==> src/rtl/hamming_uart_rx.sv <==
// Hamming(7,4) UART receiver: 8N1 deserialiser with 3-sample majority voting,
// syndrome decode and a one-entry valid/ready output register.
// Define HAMMING_RX_CORRECT_EN to apply single-bit correction to the nibble.
module hamming_uart_rx #(
  parameter int CLKS_PER_BIT = 16
) (
  input  logic       clk,
  input  logic       rst_n,
  input  logic       rx,
  output logic [3:0] data_out,
  output logic [2:0] syndrome_out,
  output logic       corrected_out,
  output logic       valid_out,
  input  logic       ready_in,
  output logic       frame_err_out,
  output logic       overrun_out,
  output logic [1:0] state_out
);

  localparam int CNT_W = (CLKS_PER_BIT > 2) ? $clog2(CLKS_PER_BIT) : 2;
  localparam int HALF  = CLKS_PER_BIT / 2;
  localparam logic [CNT_W-1:0] CNT_ZERO   = {CNT_W{1'b0}};
  localparam logic [CNT_W-1:0] CNT_ONE    = CNT_W'(1);
  localparam logic [CNT_W-1:0] CNT_LAST   = CNT_W'(CLKS_PER_BIT - 1);
  localparam logic [CNT_W-1:0] CNT_SAMP_A = CNT_W'(HALF - 1);
  localparam logic [CNT_W-1:0] CNT_SAMP_B = CNT_W'(HALF);
  localparam logic [CNT_W-1:0] CNT_DECIDE = CNT_W'(HALF + 1);

  typedef enum logic [1:0] {
    IDLE  = 2'd0,
    START = 2'd1,
    DATA  = 2'd2,
    STOP  = 2'd3
  } state_t;

  function automatic logic [2:0] calc_syndrome(input logic [6:0] c);
    calc_syndrome = {c[3] ^ c[4] ^ c[5] ^ c[6],
                     c[1] ^ c[2] ^ c[5] ^ c[6],
                     c[0] ^ c[2] ^ c[4] ^ c[6]};
  endfunction

  function automatic logic [6:0] correct_word(input logic [6:0] c, input logic [2:0] s);
    logic [6:0] w;
    for (int i = 0; i < 7; i++) begin
      w[i] = c[i] ^ (s == 3'(i + 1));
    end
    correct_word = w;
  endfunction

  logic             sync1_r, sync2_r;
  state_t           state_r, state_s;
  logic [CNT_W-1:0] cnt_r, cnt_s;
  logic [2:0]       bit_idx_r, bit_idx_s;
  logic [7:0]       shift_r, shift_s;
  logic             wait_hi_r, wait_hi_s;
  logic             samp_a_r, samp_b_r;
  logic             maj_s, decide_s;
  logic             frame_done_s, frame_err_s;
  logic [2:0]       syn_s;
  logic [6:0]       fixed_s;
  logic             corr_s;
  logic             load_s, handshake_s;

  // Two-flop synchroniser, both stages reset to the idle level
  always_ff @(posedge clk or negedge rst_n) begin
    if (!rst_n) begin
      sync1_r <= 1'b1;
      sync2_r <= 1'b1;
    end else begin
      sync1_r <= rx;
      sync2_r <= sync1_r;
    end
  end

  // Capture the two early mid-bit samples; the third is the live synced value
  always_ff @(posedge clk or negedge rst_n) begin
    if (!rst_n) begin
      samp_a_r <= 1'b1;
      samp_b_r <= 1'b1;
    end else begin
      if (cnt_r == CNT_SAMP_A) samp_a_r <= sync2_r;
      if (cnt_r == CNT_SAMP_B) samp_b_r <= sync2_r;
    end
  end

  assign maj_s    = (samp_a_r & samp_b_r) | (samp_a_r & sync2_r) | (samp_b_r & sync2_r);
  assign decide_s = (cnt_r == CNT_DECIDE);

  // Receive FSM next-state, bit counter and shift register
  always_comb begin
    state_s      = state_r;
    bit_idx_s    = bit_idx_r;
    shift_s      = shift_r;
    wait_hi_s    = wait_hi_r;
    frame_done_s = 1'b0;
    frame_err_s  = 1'b0;
    case (state_r)
      IDLE: begin
        if (!sync2_r) state_s = START;
        else          state_s = IDLE;
      end
      START: begin
        if (decide_s && maj_s) begin
          state_s = IDLE;
        end else if (decide_s) begin
          state_s   = DATA;
          bit_idx_s = 3'd0;
        end else begin
          state_s = START;
        end
      end
      DATA: begin
        if (decide_s) begin
          shift_s = {maj_s, shift_r[7:1]};
          if (bit_idx_r == 3'd7) state_s = STOP;
          else                   bit_idx_s = bit_idx_r + 3'd1;
        end else begin
          state_s = DATA;
        end
      end
      STOP: begin
        // After a framing error, hold here until the line returns high
        if (wait_hi_r) begin
          if (sync2_r) begin
            state_s   = IDLE;
            wait_hi_s = 1'b0;
          end else begin
            state_s = STOP;
          end
        end else if (decide_s) begin
          if (maj_s) begin
            frame_done_s = 1'b1;
            state_s      = IDLE;
          end else begin
            frame_err_s = 1'b1;
            wait_hi_s   = 1'b1;
          end
        end else begin
          state_s = STOP;
        end
      end
      default: begin
        state_s   = IDLE;
        wait_hi_s = 1'b0;
      end
    endcase
    if (state_s == IDLE)        cnt_s = CNT_ZERO;
    else if (cnt_r == CNT_LAST) cnt_s = CNT_ZERO;
    else                        cnt_s = cnt_r + CNT_ONE;
  end

  // FSM and bit-timing state registers
  always_ff @(posedge clk or negedge rst_n) begin
    if (!rst_n) begin
      state_r   <= IDLE;
      cnt_r     <= CNT_ZERO;
      bit_idx_r <= 3'd0;
      shift_r   <= 8'd0;
      wait_hi_r <= 1'b0;
    end else begin
      state_r   <= state_s;
      cnt_r     <= cnt_s;
      bit_idx_r <= bit_idx_s;
      shift_r   <= shift_s;
      wait_hi_r <= wait_hi_s;
    end
  end

  assign syn_s = calc_syndrome(shift_r[6:0]);
`ifdef HAMMING_RX_CORRECT_EN
  assign fixed_s = correct_word(shift_r[6:0], syn_s);
  assign corr_s  = (syn_s != 3'd0);
`else
  assign fixed_s = shift_r[6:0];
  assign corr_s  = 1'b0;
`endif

  assign handshake_s = valid_out & ready_in;
  assign load_s      = frame_done_s & (~valid_out | ready_in);

  // One-entry output register with overrun and framing-error flags
  always_ff @(posedge clk or negedge rst_n) begin
    if (!rst_n) begin
      data_out      <= 4'd0;
      syndrome_out  <= 3'd0;
      corrected_out <= 1'b0;
      valid_out     <= 1'b0;
      overrun_out   <= 1'b0;
      frame_err_out <= 1'b0;
    end else begin
      frame_err_out <= frame_err_s;
      if (load_s) begin
        data_out      <= {fixed_s[6], fixed_s[5], fixed_s[4], fixed_s[2]};
        syndrome_out  <= syn_s;
        corrected_out <= corr_s;
        valid_out     <= 1'b1;
      end else if (frame_done_s) begin
        overrun_out <= 1'b1;
      end else if (handshake_s) begin
        valid_out   <= 1'b0;
        overrun_out <= 1'b0;
      end
    end
  end

  assign state_out = state_r;

endmodule

==> config.mk <==
export PLATFORM = sky130hd
export DESIGN_NAME = hamming_uart_rx
export DESIGN_NICKNAME = d
export VERILOG_FILES = /design/src/rtl/hamming_uart_rx.sv
export SDC_FILE = /design/constraint.sdc
export NUM_CORES = 1
export LEC_CHECK = 0
export ABC_AREA = 0
export CORE_MARGIN = 3
export CORE_UTILIZATION = 30
export DETAILED_ROUTE_END_ITERATION = 7
export GPL_TIMING_DRIVEN = 0
export PLACE_DENSITY = 0.49
export SLEW_MARGIN = 20
export SYNTH_ARGS = -nofsm -noshare
export SYNTH_HDL_FRONTEND = slang
export SYNTH_SLANG_ARGS = --single-unit
==> constraint.sdc <==
create_clock -name clk -period 4 [get_ports clk]
set_input_delay 0.6 -clock clk [delete_from_list [all_inputs] [get_ports clk]]
set_output_delay 0.6 -clock clk [all_outputs]
set_load 0.05 [all_outputs]
### Word-level counts from Yosys, hierarchy flattened

Cells that the tools add are included.
W data, S select, Z words.

* flip-flop bits (word level): 32
* input bits: 4
* output and inout bits: 13
* logic and storage cells: 89

* add/sub/neg operators: 2
* equal/unequal tests: 13
* multiplexer cells: 31
* bitwise operators: 19
* reduce and logical (&&, ||, !) cells: 10

Operator list (number)
* $mux W2: 8
* $mux W1: 15
* $eq A4 B4 Y1 const B: 3
* $mux W3: 4
* $xor A1 B1 Y1: 9
* $mux W4: 2
* $ne A2 B2 Y1 const B: 4
* $pmux W2 S4: 1
* $pmux W3 S2: 1
* $reduce_and A2 Y1: 3
* $reduce_bool A2 Y1: 3
* $and A1 B1 Y1: 5
* $reduce_and A5 Y1: 1
* $add A4 B1 Y4 const B: 1
* $eq A2 B2 Y1 const B: 2
* $eq A4 B3 Y1 const B: 1
* $logic_not A2 Y1: 2
* $add A3 B1 Y3 const B: 1
* $eq A3 B3 Y1 const B: 1
* $or A1 B1 Y1: 3
* $eq A2 B1 Y1 const B: 1
* $ne A2 B1 Y1 const B: 1
* $not A1 Y1: 2
* $logic_and A1 B1 Y1: 1

### Logic depth before layout (Yosys ltp)

* word-level depth: 10
* mapped depth: 7
* gate-level depth less buffers: 6

### Least setup slack after synthesis

No wires, ideal clock.

* path kind: register to register
* from: register state_r[1] (netlist: state_out[1])
* to: register data_out[0]
* setup time: 125 ps
* arrival: 1667 ps
* data required time: 3875 ps
* slack: 2208 ps
* cell stages (with the launch flop): 6
* buffers on the path: 2
* clock period less this slack: 1792 ps
* cell sequence: dfrtp_1 -> clkbuf_1 -> nand3_1 -> or2_1 -> buf_6 -> mux2_4

* longest elaborated chain between the ends: 3

Ends and longest elaborated chain
* from (decl): RTL line 51 `state_t state_r, state_s;`
* from (signal assigned): RTL line 161 `state_r <= state_s;`
* $eq A2 B2 Y1: RTL line 97 `case (state_r)`
* $mux W1: RTL line 97
* $and A1 B1 Y1: RTL line 179 `assign load_s = frame_done_s & (~valid_out | ready_in);`
* to (signal assigned): RTL line 193 `data_out <= {fixed_s[6], fixed_s[5], fixed_s[4], fixed_s[2]};`
* to (decl): RTL line 10 `output logic [3:0] data_out,`

No other way between the ends.
A chain may end at the register's enable or synchronous reset.

### Worst setup path after layout

* from: register state_r[0] (netlist: state_out[0])
* to: output state_out[0]

RTL lines
* to (decl): RTL line 17 `output logic [1:0] state_out`

No word-level cell between the ends.

==> out/metrics.yaml <==
run_status:
  run_status: "finished clean"
synth:
  synth_warnings: 0
  synth_commonest_cells: "28 x dfrtp_1, 10 x mux2_2, 7 x mux2_4, 7 x xnor2_1"
  syn_nets: 132
  synth-edff-count: 0
  yosysSeqAreaShare: 0.523
  syn_inst: 123
  yosys.area.top_type_share: 0.455
  yosysMostFrequentCell: "dfrtp_1"
  synthTopCellsByArea: "dfrtp_1 45%, mux2_2 7.3%, dfstp_2 6.8%, mux2_4 6.8%, ha_1 4.1%"
  synthFlopType: "dfrtp_1"
  synth.avg_cell_area_um2: 12.5
  synthDistinctLibCells: 37
  yosys.area.top_type: "dfrtp_1"
  synthArstFlopShare: 1.00
  synth_seq_cells: 32
  syn-cell-area_um2: 1540
worst_setup_path:
  crit_type: "reg -> out"
  cp.buffers_inverters: 1
  reg2regPathDepth: 7
  worstPathRequired_ns: 3.40
  worstPathCellList: "clkdlybuf4s50_1"
  critPathMaxStageDelay_ns: 0.84
  crit_slowest_cell: "clkdlybuf4s50_1"
  timing.rr.end: "data_out[1]"
  cp-start-kind: "flop"
  arrival_ns: 1.51
  path_delay_family: "buffers and inverters"
  r2r_start: "cnt_r[1]"
  r2r_slack_ns: 2.19
  worst_setup_path_end_kind: "output port"
  cp_max_fo: 4
clock_network:
  post_cts_buffers: 0
  numCtsBuffers: 5
  cts_hold_buf: 0
  cts_buffer_depth: 2
  ctsResizeCount: 0
  clock_latency_ns: 0.28
  clock-root-buffer: "clkbuf_8"
  cts_tree: "yes"
  clock-sinks: 32
  htreeDepth: 2
  cts.clk_slew.worst_paths_ns: 0.07
route:
  drtAntennaViolNets: 0
  drt_iter0_markers: 68
  routed_via_density: 4.37
  drc: 0
  via_count: 935
  dr.pass1.iters: 4
  drt-wirelength-per-cell_um: 12.2
  drt_wl_total_um: 2620
power_and_ir_drop:
  seqPwrFrac: 0.410
  switching_share: 0.337
  intPower_uw: 705
  p_clk_frac: 0.285
  power.leakage_uw: 0.000899
  power_density_nw_per_um2: 557
  power_frac_comb: 0.305
  ir_worst_vdd_mv: 0.209
  power_switching_uw: 358
  power_uw: 1060
place:
  port_buffers: 15
  dp.final_hpwl_um: 1980
  place.gp.congestion: 0.765
grt:
  grt_use_total: 0.101
  grt_pass1_wl_um: 4760
  overflow: 0
  grt_max_degree: 23
  grt_pass1_vias: 972
  antenna_found_initial: 0
flow_run:
  cap_violations: 0
sta:
  max_freq_mhz: 473
  fin_setup_tns_ns: 0
  skew_ns: 0.00822
  max_slew_margin: 0.654
  fin_crit_ns: 2.11
  hold_viol: 0
  maxSlewViolCount: 0
  period_share: 0.529
  setup-violations-final: 0
  worst_slew_pin_slew_ns: 0.517
  rsz0062_at_grt: "no"
min_path:
  hold_path_class: "in -> async"
finish:
  drive_above_1_share: 0.265
  antennaDiodeCount: 0
  nets: 155
  seq_area_um2: 806
  multiInputGateArea_um2: 678
  fill_cells: 470
  syn2layout_area_growth_pct: 23.9
die:
  io_pins: 17
  dieArea_um2: 6030
  coreArea_um2: 4850
  die_x_um: 77.7
  rows: 25
  start_util: 0.318
  die_h_um: 77.7
stage by stage:
step	hold WS [ns]	setup WS [ns]	instances	area, um2	utilization
finish	0.207	1.89	214	1910	0.394
global route	0.209	1.83	214	1910	0.394
CTS	0.209	1.87	214	1910	0.394
detailed placement	0.347	1.89	206	1800	0.371
global placement	0.348	1.68	205	1770	0.366
floorplan	0.304	2.21	123	1540	-
area by class of cell:
cell class,count,share of cell area
plain buffers,5,0.0197
clock buffers,5,0.0361
flip-flops and latches,32,0.422
well taps,67,0.0439
inverters,5,0.00984
repair buffers,16,0.0905
clock inverters,3,0.0223
multi-input cells,81,0.355
flip-flops by register name (all words and copies together), names as in the netlist:
register and flops:
shift_r 8, cnt_r 4, data_out 4, bit_idx_r 3, syndrome_out 3, state_out 2
frame_err_out 1, overrun_out 1, samp_a_r 1, samp_b_r 1, sync1_r 1, sync2_r 1
valid_out 1, wait_hi_r 1
power groups by stage:
stage / clock network (uW) / logic [uW] / registers [uW]
floorplan: 0 / 197 / 476
global placement: 0 / 317 / 439
detailed placement: 0 / 325 / 442
CTS: 314 / 326 / 436
global route: 332 / 362 / 445
finish: 303 / 324 / 436
worst max-delay path by stage:
stage	startpoint	endpoint	slack, ns	depth (start not counted)
finish	state_out[0]	state_out[0]	1.89	1
global route	state_out[0]	state_out[0]	1.83	1
CTS	state_out[0]	state_out[0]	1.87	1
detailed placement	ready_in	data_out[0]	1.89	6
global placement	rst_n	overrun_out	1.68	1
floorplan	state_out[1]	data_out[0]	2.21	5
metal layers:
| metal | GRT usage | routed length, um | up-vias |
|---|---|---|---|
| met5 | 0 | 0 | - |
| met4 | 0.0427 | 40 | 0 |
| met3 | 0.0394 | 117 | 5 |
| met2 | 0.152 | 1230 | 16 |
| met1 | 0.130 | 1230 | 443 |
| li1 | - | - | 471 |
cell usage in the layout (no fill, tap or decap), drive strengths merged, types with 6 or more instances in the layout:
cell | netlist | routed
a21oi | 6 | 6
clkdlybuf4s50 | 0 | 14
mux2 | 18 | 18
nand3 | 6 | 6
dfrtp | 28 | 28
clkbuf | 2 | 7
xnor2 | 7 | 7
nand2 | 6 | 6
kinds of logic after synthesis:
family          share of synthesized area
flops                               0.523
simple gates                        0.122
mux                                 0.149
compound gates                     0.0666
buf+inv                            0.0366
xor+xnor                           0.0512
fa+ha+maj                          0.0496
other cells                       0.00243
(Power assumes the default switching activity.)
